[config.mk]
export PLATFORM = sky130hd
export DESIGN_NAME = multi_scoreboard
export DESIGN_NICKNAME = d
export VERILOG_FILES = /design/src/rtl/multi_scoreboard.sv
export SDC_FILE = /design/constraint.sdc
export NUM_CORES = 1
export LEC_CHECK = 0
export ABC_AREA = 0
export ABC_CLOCK_PERIOD_IN_PS = 2550
export BUFFER_PORTS_ARGS = -buffer_cell sky130_fd_sc_hd__buf_2
export CORE_UTILIZATION = 49
export DETAILED_ROUTE_END_ITERATION = 10
export PLACE_DENSITY = 0.8
export SLEW_MARGIN = 20
export SYNTH_ARGS = -nofsm -noshare
export SYNTH_HDL_FRONTEND = slang
export SYNTH_SLANG_ARGS = --single-unit
[constraint.sdc]
create_clock -name clk -period 2.55 [get_ports clk]
set_clock_uncertainty 0.15 [all_clocks]
set_input_delay 0 -clock clk [delete_from_list [all_inputs] [get_ports clk]]
set_output_delay 0 -clock clk [all_outputs]
set_load 0.005 [all_outputs]
[src/rtl/multi_scoreboard.sv]
// Tracks one value pushed into one of several FIFO channels and checks it at the arbitrated output.
// Optional SB_OCC_CHECK_EN: channel overflow/underflow also sets the sticky failure flag.
module multi_scoreboard #(
  parameter int NUM_REQS = 2,
  parameter int WIDTH    = 8,
  parameter int DEPTH    = 8,
  parameter int SELW     = (NUM_REQS > 1) ? $clog2(NUM_REQS) : 1
) (
  input  logic                      clk,
  input  logic                      rst,
  input  logic                      start,
  input  logic [SELW-1:0]           sel,
  input  logic [NUM_REQS-1:0]       push,
  input  logic [NUM_REQS-1:0]       pop,
  input  logic [NUM_REQS*WIDTH-1:0] flat_data_in,
  input  logic [WIDTH-1:0]          data_out,
  output logic                      tracking,
  output logic                      data_out_vld,
  output logic                      prop_signal
);

  localparam int CW = $clog2(DEPTH + 1);
  localparam logic [CW-1:0] OCC_MAX = CW'(DEPTH);

  typedef enum logic [1:0] {
    ST_IDLE  = 2'd0,
    ST_TRACK = 2'd1,
    ST_DONE  = 2'd2
  } state_e;

  state_e            state_q, state_d;
  logic [CW-1:0]     occ_q [NUM_REQS];
  logic [CW-1:0]     occ_d [NUM_REQS];
  logic [CW-1:0]     cnt_q, cnt_d;
  logic [WIDTH-1:0]  magic_q, magic_d;
  logic [SELW-1:0]   chan_q, chan_d;
  logic              fail_q, fail_d;
  logic              vld_q, vld_d;

  logic              sel_ok;
  logic              sel_push;
  logic              sel_pop;
  logic [CW-1:0]     sel_occ;
  logic [WIDTH-1:0]  sel_data;
  logic              chan_pop;
  logic              mismatch;

  // Per-channel occupancy, saturating at 0 and DEPTH.
  always_comb begin
    for (int i = 0; i < NUM_REQS; i++) begin
      occ_d[i] = occ_q[i];
      if (push[i] && !pop[i]) begin
        if (occ_q[i] != OCC_MAX) begin
          occ_d[i] = occ_q[i] + CW'(1);
        end else begin
          occ_d[i] = occ_q[i];
        end
      end else if (pop[i] && !push[i]) begin
        if (occ_q[i] != '0) begin
          occ_d[i] = occ_q[i] - CW'(1);
        end else begin
          occ_d[i] = occ_q[i];
        end
      end else begin
        occ_d[i] = occ_q[i];
      end
    end
  end

  // Mux out the selected channel's strobes, occupancy and data, and the tracked channel's pop.
  always_comb begin
    sel_ok   = 1'b0;
    sel_push = 1'b0;
    sel_pop  = 1'b0;
    sel_occ  = '0;
    sel_data = '0;
    chan_pop = 1'b0;
    for (int i = 0; i < NUM_REQS; i++) begin
      sel_ok   = sel_ok   | (sel == SELW'(i));
      sel_push = sel_push | (push[i] & (sel == SELW'(i)));
      sel_pop  = sel_pop  | (pop[i]  & (sel == SELW'(i)));
      sel_occ  = sel_occ  | ({CW{sel == SELW'(i)}} & occ_q[i]);
      sel_data = sel_data | ({WIDTH{sel == SELW'(i)}} & flat_data_in[i*WIDTH +: WIDTH]);
      chan_pop = chan_pop | (pop[i]  & (chan_q == SELW'(i)));
    end
  end

  // Tracking FSM: capture, count down entries ahead of the magic value, compare once.
  always_comb begin
    state_d  = state_q;
    cnt_d    = cnt_q;
    magic_d  = magic_q;
    chan_d   = chan_q;
    vld_d    = 1'b0;
    mismatch = 1'b0;
    case (state_q)
      ST_IDLE: begin
        if (start && sel_ok && sel_push) begin
          state_d = ST_TRACK;
          magic_d = sel_data;
          chan_d  = sel;
          // A same-cycle pop removes one entry that was ahead of the new value.
          cnt_d   = sel_occ - CW'(sel_pop && (sel_occ != '0));
        end else begin
          state_d = ST_IDLE;
        end
      end
      ST_TRACK: begin
        if (chan_pop) begin
          if (cnt_q != '0) begin
            cnt_d = cnt_q - CW'(1);
          end else begin
            state_d  = ST_DONE;
            vld_d    = 1'b1;
            mismatch = (data_out != magic_q);
          end
        end else begin
          state_d = ST_TRACK;
        end
      end
      ST_DONE: begin
        state_d = ST_DONE;
      end
      default: begin
        state_d = ST_IDLE;
      end
    endcase
  end

`ifdef SB_OCC_CHECK_EN
  logic occ_err;

  // Overflow (full, push, no pop) or underflow (pop while empty) on any channel.
  always_comb begin
    occ_err = 1'b0;
    for (int i = 0; i < NUM_REQS; i++) begin
      occ_err = occ_err
              | (push[i] & ~pop[i] & (occ_q[i] == OCC_MAX))
              | (pop[i] & (occ_q[i] == '0));
    end
  end

  // Sticky failure flag.
  always_comb begin
    fail_d = fail_q | mismatch | occ_err;
  end
`else
  // Sticky failure flag.
  always_comb begin
    fail_d = fail_q | mismatch;
  end
`endif

  // State register.
  always_ff @(posedge clk) begin
    if (rst) begin
      state_q <= ST_IDLE;
      cnt_q   <= '0;
      magic_q <= '0;
      chan_q  <= '0;
      fail_q  <= 1'b0;
      vld_q   <= 1'b0;
      for (int i = 0; i < NUM_REQS; i++) begin
        occ_q[i] <= '0;
      end
    end else begin
      state_q <= state_d;
      cnt_q   <= cnt_d;
      magic_q <= magic_d;
      chan_q  <= chan_d;
      fail_q  <= fail_d;
      vld_q   <= vld_d;
      for (int i = 0; i < NUM_REQS; i++) begin
        occ_q[i] <= occ_d[i];
      end
    end
  end

  assign tracking     = (state_q == ST_TRACK);
  assign data_out_vld = vld_q;
  assign prop_signal  = ~fail_q;

endmodule

; ---- Word level (Yosys, flattened, before mapping)
; Memory sizes are Yosys's and may differ from the RTL's.
; Index checks and enable logic that the tools add are counted.
[word_totals]
mem_count = 1
output_inout_bits = 3
input_bits = 32
ramBits = 8
regBits = 17
elab_cells = 89
[memory_table]
columns = memory, words, word_bits, read_ports, rd_ports_with_merged_regs, wr, line_no
row1 = occ_q, 2, 4, 2, 0, 2, 32  ; logic [CW-1:0] occ_q [NUM_REQS];
[classes]
n_eq_ne = 9
addsub = 6
n_bitwise = 23
muxes = 25
reduce_logical = 19
[op_table]
columns = cell, n
row1 = 4-bit 2-to-1 mux, 13
row2 = 8-bit bitwise AND, 2
row3 = 4-bit nonzero test, 4
row4 = 4-bit by 1-bit subtractor with 4-bit output (second input constant), 3
row5 = 4-bit by 1-bit adder with 4-bit output (second input constant), 2
row6 = 4-bit bitwise AND, 2
row7 = 1-bit 2-to-1 mux, 8
row8 = 4-bit != test (second input constant), 2
row9 = 8-bit != test, 1
row10 = 8-bit bitwise OR, 1
row11 = 4-bit one-hot mux with 2 select lines, 1
row12 = 1-bit bitwise AND, 6
row13 = 1-bit logical AND, 6
row14 = 1-bit bitwise OR, 6
row15 = 2-bit one-hot mux with 3 select lines, 1
row16 = 1-bit NOT, 5
row17 = 1-bit zero test, 4
row18 = 2-bit 2-to-1 mux, 2
row19 = 2-bit by 1-bit != test with 1-bit output (second input constant), 2
row20 = 4-bit bitwise OR, 1
row21 = 4-bit AND reduction, 1
row22 = 4-bit by 1-bit subtractor with 4-bit output, 1
row23 = 3-bit != test (second input constant), 1
row24 = 3-bit OR reduction, 1
row25 = other kinds (6), 6

; ---- Logic depth before layout (Yosys ltp)
; Gate-level depths: netlist (run 1).
[depth]
depth_word = 8
mapped_depth = 10
ltp_nobuf = 9

; ---- Worst setup path after synthesis (run 1)
; Ideal clock, no wire load.
[synth_path]
path_kind = register to register
start = memory occ_q[0][7] in the netlist's numbering
end = register cnt_q[1]
n_path_buf = 1
stages_incl_launch_ff = 11
period_less_slack_ps = 2177
setup_ps = 70
arrival_ps = 1957
t_required_ps = 2330
slack_ps = 373
path_cell_list = dfxtp_1 > buf_4 > nor3_1 > a21oi_1 > nand2_1 > o21ai_0 > ha_1 > ha_1 > mux2_1 > or3_1 > a21oi_1
[synth_lines]
columns = element, line_no
row1 = start: declaration, 32
row2 = end signal: assignment, 168  ; cnt_q <= cnt_d;
row3 = end: declaration, 34  ; logic [CW-1:0] cnt_q, cnt_d;

==> results of run 1 <==
[critical path, cell delays in order (launching register included)]
cell,delay (ns)
dfxtp_1,0.40
o41ai_1,0.36
o21ai_0,0.13
ha_1,0.23
ha_1,0.27
mux2_1,0.27
or3_1,0.31
a21oi_1,0.14
[through the flow]
step                power (uW)  instances  setup WS, ns  util [%]  hold WS [ns]
detailed placement        1266        265        0.2847     57.29        0.1912
global placement          1248        265        0.3126     57.29        0.1841
global route              1601        290       0.04330     64.36       0.02718
CTS                       1476        290        0.2455     64.36       0.02160
finish                    1473        290        0.2354     64.36       0.02544
floorplan                 1122        190        0.3728         -       0.03961
[registers in the layout (all words and copies together), names as in the netlist]
name / flops
chan_q: 1
state_q: 2
cnt_q: 4
occ_q: 8
magic_q: 8
fail_q: 1
data_out_vld: 1
[worst min path at each step]
stage | to | slack [ns] | from
detailed placement | chan_q$_SDFFE_PP0N_ | 0.19 | push[0]
global placement | chan_q$_SDFFE_PP0N_ | 0.18 | push[0]
finish | chan_q$_SDFFE_PP0N_ | 0.03 | rst
floorplan | chan_q$_SDFFE_PP0N_ | 0.04 | push[0]
global route | occ_q[0][4]$_SDFFE_PP0P_ | 0.03 | rst
CTS | data_out_vld$_SDFF_PP0_ | 0.02 | rst
[power groups by stage]
stage               Sequential (uW)  Combinational (uW)  Clock (uW)
global route                    599                 799         203
floorplan                       567                 555           0
global placement                589                 658           0
detailed placement              594                 672           0
CTS                             585                 708         183
finish                          587                 707         179
[routing by layer]
layer / vias to the layer above / GRT usage [%] / wire [um]
met5: - / 0 / 0
met4: 0 / 4.127 / 20
met3: 2 / 3.571 / 175
met2: 38 / 38.66 / 1799
met1: 705 / 24.62 / 1773
li1: 793 / - / -
[cell type report]
class | instances | area [sq um] | area share (%)
clock buffers | 3 | 22.52 | 1.040
clock inverters | 1 | 5.005 | 0.2312
inverters | 9 | 33.78 | 1.561
multi-input cells | 148 | 1142 | 52.77
flip-flops and latches | 25 | 500.5 | 23.12
well taps | 46 | 57.56 | 2.659
repair buffers | 58 | 402.9 | 18.61
[timing repair]
action,CTS,global route
endpoints found under the hold margin,10,0
hold buffers,21,0
resized for setup,0,0
setup buffers,0,0
[cell families after synthesis]
logic type | count (synthesis) | synth area share (%)
fa+ha+maj | 12 | 9.551
flops | 25 | 28.94
mux | 18 | 11.07
simple gates | 65 | 20.69
buf+inv | 17 | 4.992
xor+xnor | 12 | 6.078
compound gates | 41 | 18.67
[layout by cell type (no fill, tap or decap), types with 2 or more instances in the layout]
master | synthesis | layout
xnor2_1 | 4 | 4
nor3b_1 | 2 | 2
clkbuf_4 | 0 | 3
inv_1 | 8 | 8
o21ai_0 | 4 | 4
a211oi_1 | 2 | 2
nor4_1 | 4 | 4
a21oi_1 | 11 | 11
dlygate4sd3_1 | 0 | 21
nand2_1 | 10 | 10
buf_2 | 3 | 34
or4_1 | 2 | 2
mux2i_1 | 14 | 14
o31ai_1 | 2 | 2
nor2_1 | 20 | 20
fa_1 | 2 | 2
dfxtp_1 | 25 | 25
nand2b_1 | 5 | 5
and3_1 | 2 | 2
xor2_1 | 8 | 8
nand3_1 | 4 | 4
nor3_1 | 5 | 5
a31oi_1 | 3 | 3
a21o_1 | 4 | 4
a211oi_2 | 8 | 8
buf_4 | 1 | 3
ha_1 | 10 | 10
[synth_stat cells (2+ instances only)]
cell      number
a21o_1         4
xor2_1         8
a211oi_2       8
o31ai_1        2
a211oi_1       2
ha_1          10
nand3_1        4
or4_1          2
nor3b_1        2
inv_1          8
nand2b_1       5
a21oi_1       11
dfxtp_1       25
nand2_1       10
mux2i_1       14
buf_6          2
xnor2_1        4
nor3_1         5
o21ai_0        4
nor2_1        20
fa_1           2
and3_1         2
a31oi_1        3
buf_2          3
nor4_1         4
==> impl_metrics.yaml, run 1 <==
outcome:
  status: "completed"
detailed_routing:
  drtIter0Drc: 63
  vias: 1538
  wl_per_cell_um: 13.00
  drc: 0
  ant_nets: 0
  viasPerCell: 5.303
  wirelength_um: 3769
  dr.pass1.iters: 4
critical_path:
  r2r_start: "occ_q[0][0]$_SDFFE_PP0P_"
  critPathKind: "flip-flop to flip-flop"
  start_kind: "flip-flop"
  rrSetupSlack_ns: 0.24
  critical_path.max_fanout: 6
  timing.rr.end: "cnt_q[1]$_SDFFE_PP0P_"
  worstSetupStartpoint: "occ_q[0][0]$_SDFFE_PP0P_"
  arrival_ns: 2.42
  required_ns: 2.66
  cp-end-kind: "flip-flop"
  ff2ff_path_depth: 7
  setup.worst_path.end: "cnt_q[1]$_SDFFE_PP0P_"
sta:
  finalSetupViolations: 0
  hold_viol_final: 0
  slew_headroom_pct: 57.37
  worstMarginPinSlew_ns: 0.6394
  min_period_over_period_pct: 90.77
  tns_ns: 0
  max_freq_mhz: 432.0
  drv_slew: 0
  rsz0062_at_grt: "false"
  period_needed_ns: 2.315
place:
  gp_congestion: 0.8265
  dp_hpwl_um: 2565
  port-buffer-count: 34
  place_area_sq_um: 1927
final_layout:
  syn_to_final_growth_pct: 25.18
  stdcell_area_sq_um: 2165
  fillCellCount: 286
  layout-drive-gt1-share_pct: 25.00
  diodes: 0
  nets: 289
clock_network:
  clk_latency_ns: 0.31
  numCtsBuffers: 3
  root_buffer: "clkbuf_4"
  clockBufferDepth: 2
  cts_tree: "done"
  clock-sinks: 25
  h-tree-depth: 1
  clkTransAtPathRegs_ns: 0.14
synthesis:
  syn-num-nets: 234
  seq_area_frac_synth_pct: 28.94
  synthTopCellsByArea: "dfxtp_1 29%, mux2i_1 8.1%, ha_1 7.2%, a211oi_2 5.8%, nor2_1 4.3%"
  synthCells: 190
  synth_edf_count: 0
  yosysWarnings: 0
  yosysTopAreaCellShare_pct: 28.94
  yosys.area.top_type: "dfxtp_1"
  async_flop_share_pct: 0
  avgSynthCellArea_sq_um: 9.101
  yosysUniqueCellTypes: 51
  synth.cell_area_sq_um: 1729
  ys_ff_latch: 25
  ys.flop_type: "dfxtp_1"
pwr:
  combPwrFrac_pct: 48.0
  vdd_drop_max_uv: 385.1
  seq_power_share_pct: 39.8
  leakage_uw: 0.0009572
  power_density_nw_per_um2: 680.6
  swShare_pct: 38.57
  power_switching_uw: 568.2
  p_int_uw: 905.0
  p_clk_share_pct: 12.2
worst_hold_path:
  whs_path_depth: 2
  hold_path_class: "primary input to flip-flop"
global_routing:
  antenna_found_initial: 0
  grt_pass1_vias: 1389
  grt_pass1_wl_um: 5761
  gr-total-overflow: 0
  grt_use_total_pct: 20.61
  grt_max_degree: 31
die:
  coreArea_sq_um: 3363
  start_util_pct: 51.41
  fp.dieH_um: 61.41
  dieWidth_um: 61.41
  ios: 35
  rows: 21
  die_area_sq_um: 3771
flow_run:
  max-cap-violations: 0
Note: power is estimated with default switching activity, not from simulation.
==> inputs of run 2 (changes only) <==
- CELL_PAD_IN_SITES_DETAIL_PLACEMENT: unset -> 1
- CELL_PAD_IN_SITES_GLOBAL_PLACEMENT: unset -> 1
- CORE_UTILIZATION: 49 -> 41
- PLACE_DENSITY: 0.8 -> 0.87
==> run 2 against run 1 <==
  * Clock power is 43% higher
  * Design area up 3.7%
  * Sequential share of layout area decreased by 0.77 points
  * Fmax down 3.7%
  * Combinational power up 9.5%
  * Power is 11% higher
  * Largest cell class unchanged
  * Highest routed layer unchanged
==> impl_metrics.yaml, run 2 (synthesized netlist as in run 1, its figures left out) <==
outcome:
  status: "completed"
sta:
  max_freq_mhz: 415.8
  slew_headroom_pct: 67.26
  min_period_over_period_pct: 94.30
  rsz0062_at_grt: "false"
  finalSetupViolations: 0
  period_needed_ns: 2.405
  worstMarginPinSlew_ns: 0.4888
  hold_viol_final: 0
  drv_slew: 0
  tns_ns: 0
place:
  port-buffer-count: 34
  dp.cells: 270
  dp_hpwl_um: 3402
  gp_congestion: 0.8039
pwr:
  p_total_uw: 1632
  leakage_uw: 0.0009980
  vdd_drop_max_uv: 317.7
  power_density_nw_per_um2: 727.1
detailed_routing:
  viasPerCell: 5.538
  drtIter0Drc: 45
  vias: 1656
  drc: 0
  ant_nets: 0
  wl_per_cell_um: 18.51
  wirelength_um: 5533
  dr.pass1.iters: 4
global_routing:
  gr-total-overflow: 0
  grt_use_total_pct: 26.92
  grt_max_degree: 19
  grt_pass1_vias: 1759
  antenna_found_initial: 0
  grt_pass1_wl_um: 8569
critical_path:
  arrival_ns: 2.46
  critPathKind: "flip-flop to flip-flop"
  critPathMaxStageDelay_ns: 0.47
  start_kind: "flip-flop"
  required_ns: 2.61
  path_cells: "mux2i_1, a21oi_1, nand2_1, o21ai_0, ha_1, ha_1, mux2_1, or3_1, a21oi_1"
  cp-end-kind: "flip-flop"
  critical_path.max_fanout: 5
  ff2ff_path_depth: 9
  crit_slowest_cell: "dfxtp_1"
clock_network:
  root_buffer: "clkbuf_8"
  numCtsBuffers: 3
  clk_latency_ns: 0.28
  cts_tree: "done"
  clock-sinks: 25
  clockBufferDepth: 2
  h-tree-depth: 1
  postCtsSetupBuffers: 0
  clkTransAtPathRegs_ns: 0.10
final_layout:
  diodes: 0
  final_util_pct: 55.71
  mostFrequentLayoutCell: "buf_2"
  mostFrequentLayoutCells: "34 x buf_2, 25 x dlygate4sd3_1, 24 x dfxtp_1"
  nets: 294
  fillCellCount: 480
  largest_registers: "magic_q x8, occ_q x8, cnt_q x4"
  syn_to_final_growth_pct: 29.81
  stdcell_count: 299
  layout-drive-gt1-share_pct: 25.70
die:
  rows: 23
  coreArea_sq_um: 4029
  fp.dieH_um: 66.94
  start_util_pct: 42.92
  die_area_sq_um: 4481
  dieWidth_um: 66.94
  ios: 35
worst_hold_path:
  whs_path_depth: 4
  hold_path_class: "primary input to flip-flop"
flow_run:
  max-cap-violations: 0
[run 2: changes by cell type in the layout (fill, tap and decap cells not counted), sizes merged]
cell	delta
dlygate4sd3	+4
buf	+1
clkinv	-1
clkinvlp	+1
[run 2: worst max-delay path, delay by kind of cell, from the launching register on]
kind                     cells  cell delay [ns]
AO/OA/AOI/OAI                3             0.42
AND/OR/NAND/NOR              2             0.38
flip-flops                   1             0.47
multiplexers                 2             0.42
adder cells (fa/ha/maj)      2             0.48
[run 2: worst paths after layout]
kind | startpoint | endpoint | slack (ns)
worst max-delay path | occ_q[0][4]$_SDFFE_PP0P_ | cnt_q[1]$_SDFFE_PP0P_ | 0.15
worst min register to register | fail_q$_SDFF_PP0_ | fail_q$_SDFF_PP0_ | 0.37
worst max register to register | occ_q[0][4]$_SDFFE_PP0P_ | cnt_q[1]$_SDFFE_PP0P_ | 0.15
worst min-delay path | pop[1] | state_q[0]$_SDFFE_PP0P_ | 0.03
[run 2: final cells by class]
cell class | count | area (sq um) | area share [%]
timing repair buffer | 63 | 450.4 | 20.07
tap | 50 | 62.56 | 2.787
multi-input combinational | 148 | 1147 | 51.11
clock inverter | 1 | 7.507 | 0.3344
sequential | 25 | 501.7 | 22.35
clock buffer | 3 | 41.29 | 1.839
inverter | 9 | 33.78 | 1.505
[run 2: routing by layer]
metal	wire, um	global-route usage (%)	vias to the layer above
met5	0	0	-
met4	247	15.69	0
met3	237	5.308	19
met2	2873	49.24	51
met1	2175	28.07	785
li1	-	-	801
[run 2: per-stage QoR]
step,worst slack [ns],hold WS (ns),instance area [sq um]
finish,0.1453,0.02680,2245
global placement,0.3094,0.1918,1939
detailed placement,0.1638,0.2082,1939
CTS,0.09644,0.02390,2238
global route,0.0004119,0.04238,2245
floorplan,0.3728,0.03961,1729
[run 2: where the power goes]
part	total (uW)	leakage (uW)	internal [uW]	switching (uW)
registers	601	0.000206	474	127
logic	774	0.000771	386	388
clock network	256	0.0000217	111	145
total	1630	0.000998	972	660
[run 2: what timing repair did]
item,4_1_cts,5_1_grt
hold endpoints to repair,10,0
gates resized for setup,0,2
hold buffers,25,0
endpoints found under the setup margin,0,2
==> inputs of run 3 (changes only) <==
- BUFFER_PORTS_ARGS: -buffer_cell sky130_fd_sc_hd__buf_2 -> -buffer_cell sky130_fd_sc_hd__buf_4
==> run 3 against run 2 <==
  * The flow now finishes with violations (hold timing)
  * Count of clock-buffer cells in the layout unchanged
  * Routed wire length fell by 9.3%
  * Non-clock buffer count is 1 lower
  * Die area did not move
  * Design area rose by 3.2%
==> impl_metrics.yaml, run 3 (synthesized netlist as in run 1, its figures left out) <==
outcome:
  status: "finished with violations"
  violations: "hold timing"
critical_path:
  arrival_ns: 2.40
  r2r_start: "state_q[0]$_SDFFE_PP0P_"
  critPathKind: "flip-flop to flip-flop"
  critical_path.max_fanout: 5
  ff2ff_path_depth: 6
  worstSetupStartpoint: "state_q[0]$_SDFFE_PP0P_"
  cp-end-kind: "flip-flop"
  timing.rr.end: "chan_q$_SDFFE_PP0N_"
  start_kind: "flip-flop"
  rrSetupSlack_ns: 0.17
  required_ns: 2.57
clock_network:
  clockBufferDepth: 2
  clkTransAtPathRegs_ns: 0.10
  cts_tree: "done"
  clk_latency_ns: 0.28
  postCtsSetupBuffers: 0
  root_buffer: "clkbuf_8"
  clock-sinks: 25
  h-tree-depth: 1
  post_cts_resized: 0
  postCtsHoldBufs: 25
  numCtsBuffers: 3
final_layout:
  multi_input_area_sq_um: 1142
  diodes: 0
  largest_registers: "magic_q x8, occ_q x8, cnt_q x4"
  syn_to_final_growth_pct: 33.94
  fillCellCount: 479
  regArea_sq_um: 500.5
  final_util_pct: 57.48
  mostFrequentLayoutCells: "37 x buf_4, 25 x dfxtp_1, 25 x dlygate4sd3_1"
  nets: 293
  layout-drive-gt1-share_pct: 24.60
  stdcell_area_sq_um: 2316
  mostFrequentLayoutCell: "buf_4"
detailed_routing:
  vias: 1638
  dr.pass1.iters: 4
  drc: 0
  wl_per_cell_um: 16.83
  ant_nets: 0
  drtIter0Drc: 35
  viasPerCell: 5.497
  wirelength_um: 5016
sta:
  rsz0062_at_grt: "false"
  hold_viol_final: 1
  finalSetupViolations: 0
  hold_slack_ns: -0.006129
  max_freq_mhz: 420.7
  slew_headroom_pct: 63.91
  tns_ns: 0
  min_period_over_period_pct: 93.22
  drv_slew: 0
  period_needed_ns: 2.377
  worstMarginPinSlew_ns: 0.5388
pwr:
  swShare_pct: 39.04
  p_clk_share_pct: 16.0
  power_switching_uw: 628.3
  power_density_nw_per_um2: 695.0
  seq_power_share_pct: 36.7
  combPwrFrac_pct: 47.4
  p_int_uw: 981.3
  vdd_drop_max_uv: 379.3
  leakage_uw: 0.001015
flow_run:
  max-cap-violations: 0
worst_hold_path:
  hold_path_class: "primary input to flip-flop"
  whs_path_depth: 4
  holdPathEnd: "state_q[0]$_SDFFE_PP0P_"
  min_from: "pop[1]"
global_routing:
  grt_pass1_vias: 1723
  grt_max_degree: 31
  antenna_found_initial: 0
  grt_pass1_wl_um: 8004
  gr-total-overflow: 0
  grt_use_total_pct: 24.56
place:
  port-buffer-count: 34
  dp_hpwl_um: 3307
  gp_congestion: 0.8052
  place_area_sq_um: 2017
die:
  rows: 23
  dieWidth_um: 66.94
  fp.dieH_um: 66.94
  ios: 35
  die_area_sq_um: 4481
  coreArea_sq_um: 4029
  start_util_pct: 42.92
run 3: worst max-delay path by stage:
stage,to
6_report,chan_q$_SDFFE_PP0N_
5_1_grt,cnt_q[3]$_SDFFE_PP0P_
4_1_cts,chan_q$_SDFFE_PP0N_
3_5_place_dp,cnt_q[1]$_SDFFE_PP0P_
3_3_place_gp,cnt_q[1]$_SDFFE_PP0P_
2_1_floorplan,cnt_q[1]$_SDFFE_PP0P_
run 3: critical path: stages, from the launching register on:
cell	delay, ns
dfxtp_1	0.37
nor3b_2	0.35
nand2_1	0.11
a22oi_1	0.13
dlygate4sd3_1	0.57
nor2_1	0.04
dlygate4sd3_1	0.56
run 3: layer usage:
layer	routed length (um)	vias to the layer above	GRT usage [%]	share of wire, %
met5	0	-	0	0
met3	217	11	2.911	4.3
met2	2656	39	48.11	53
met1	2000	785	25.28	40
met4	142	0	11.44	2.8
li1	-	803	-	-
run 3: power groups by stage:
stage / clock network, uW / registers, uW / logic, uW
3_5_place_dp: 0 / 598 / 714
5_1_grt: 278 / 607 / 854
3_3_place_gp: 0 / 591 / 687
6_report: 257 / 590 / 763
4_1_cts: 265 / 589 / 763
2_1_floorplan: 0 / 567 / 555
run 3: cell type report:
type | instances | share of cell area (%)
flip-flops and latches | 25 | 21.61
clock buffers | 3 | 1.783
inverters | 9 | 1.459
multi-input cells | 148 | 49.32
repair buffers | 62 | 22.80
clock inverters | 1 | 0.3241
well taps | 50 | 2.701
run 3: per-stage QoR:
stage	hold WS, ns	power (uW)	instances	worst slack [ns]
global placement	0.1943	1279	269	0.3126
CTS	0.0001673	1618	298	0.1702
detailed placement	0.2039	1312	269	0.2084
global route	0.03704	1738	298	0.01232
finish	-0.006129	1610	298	0.1730
floorplan	0.03961	1122	190	0.3728
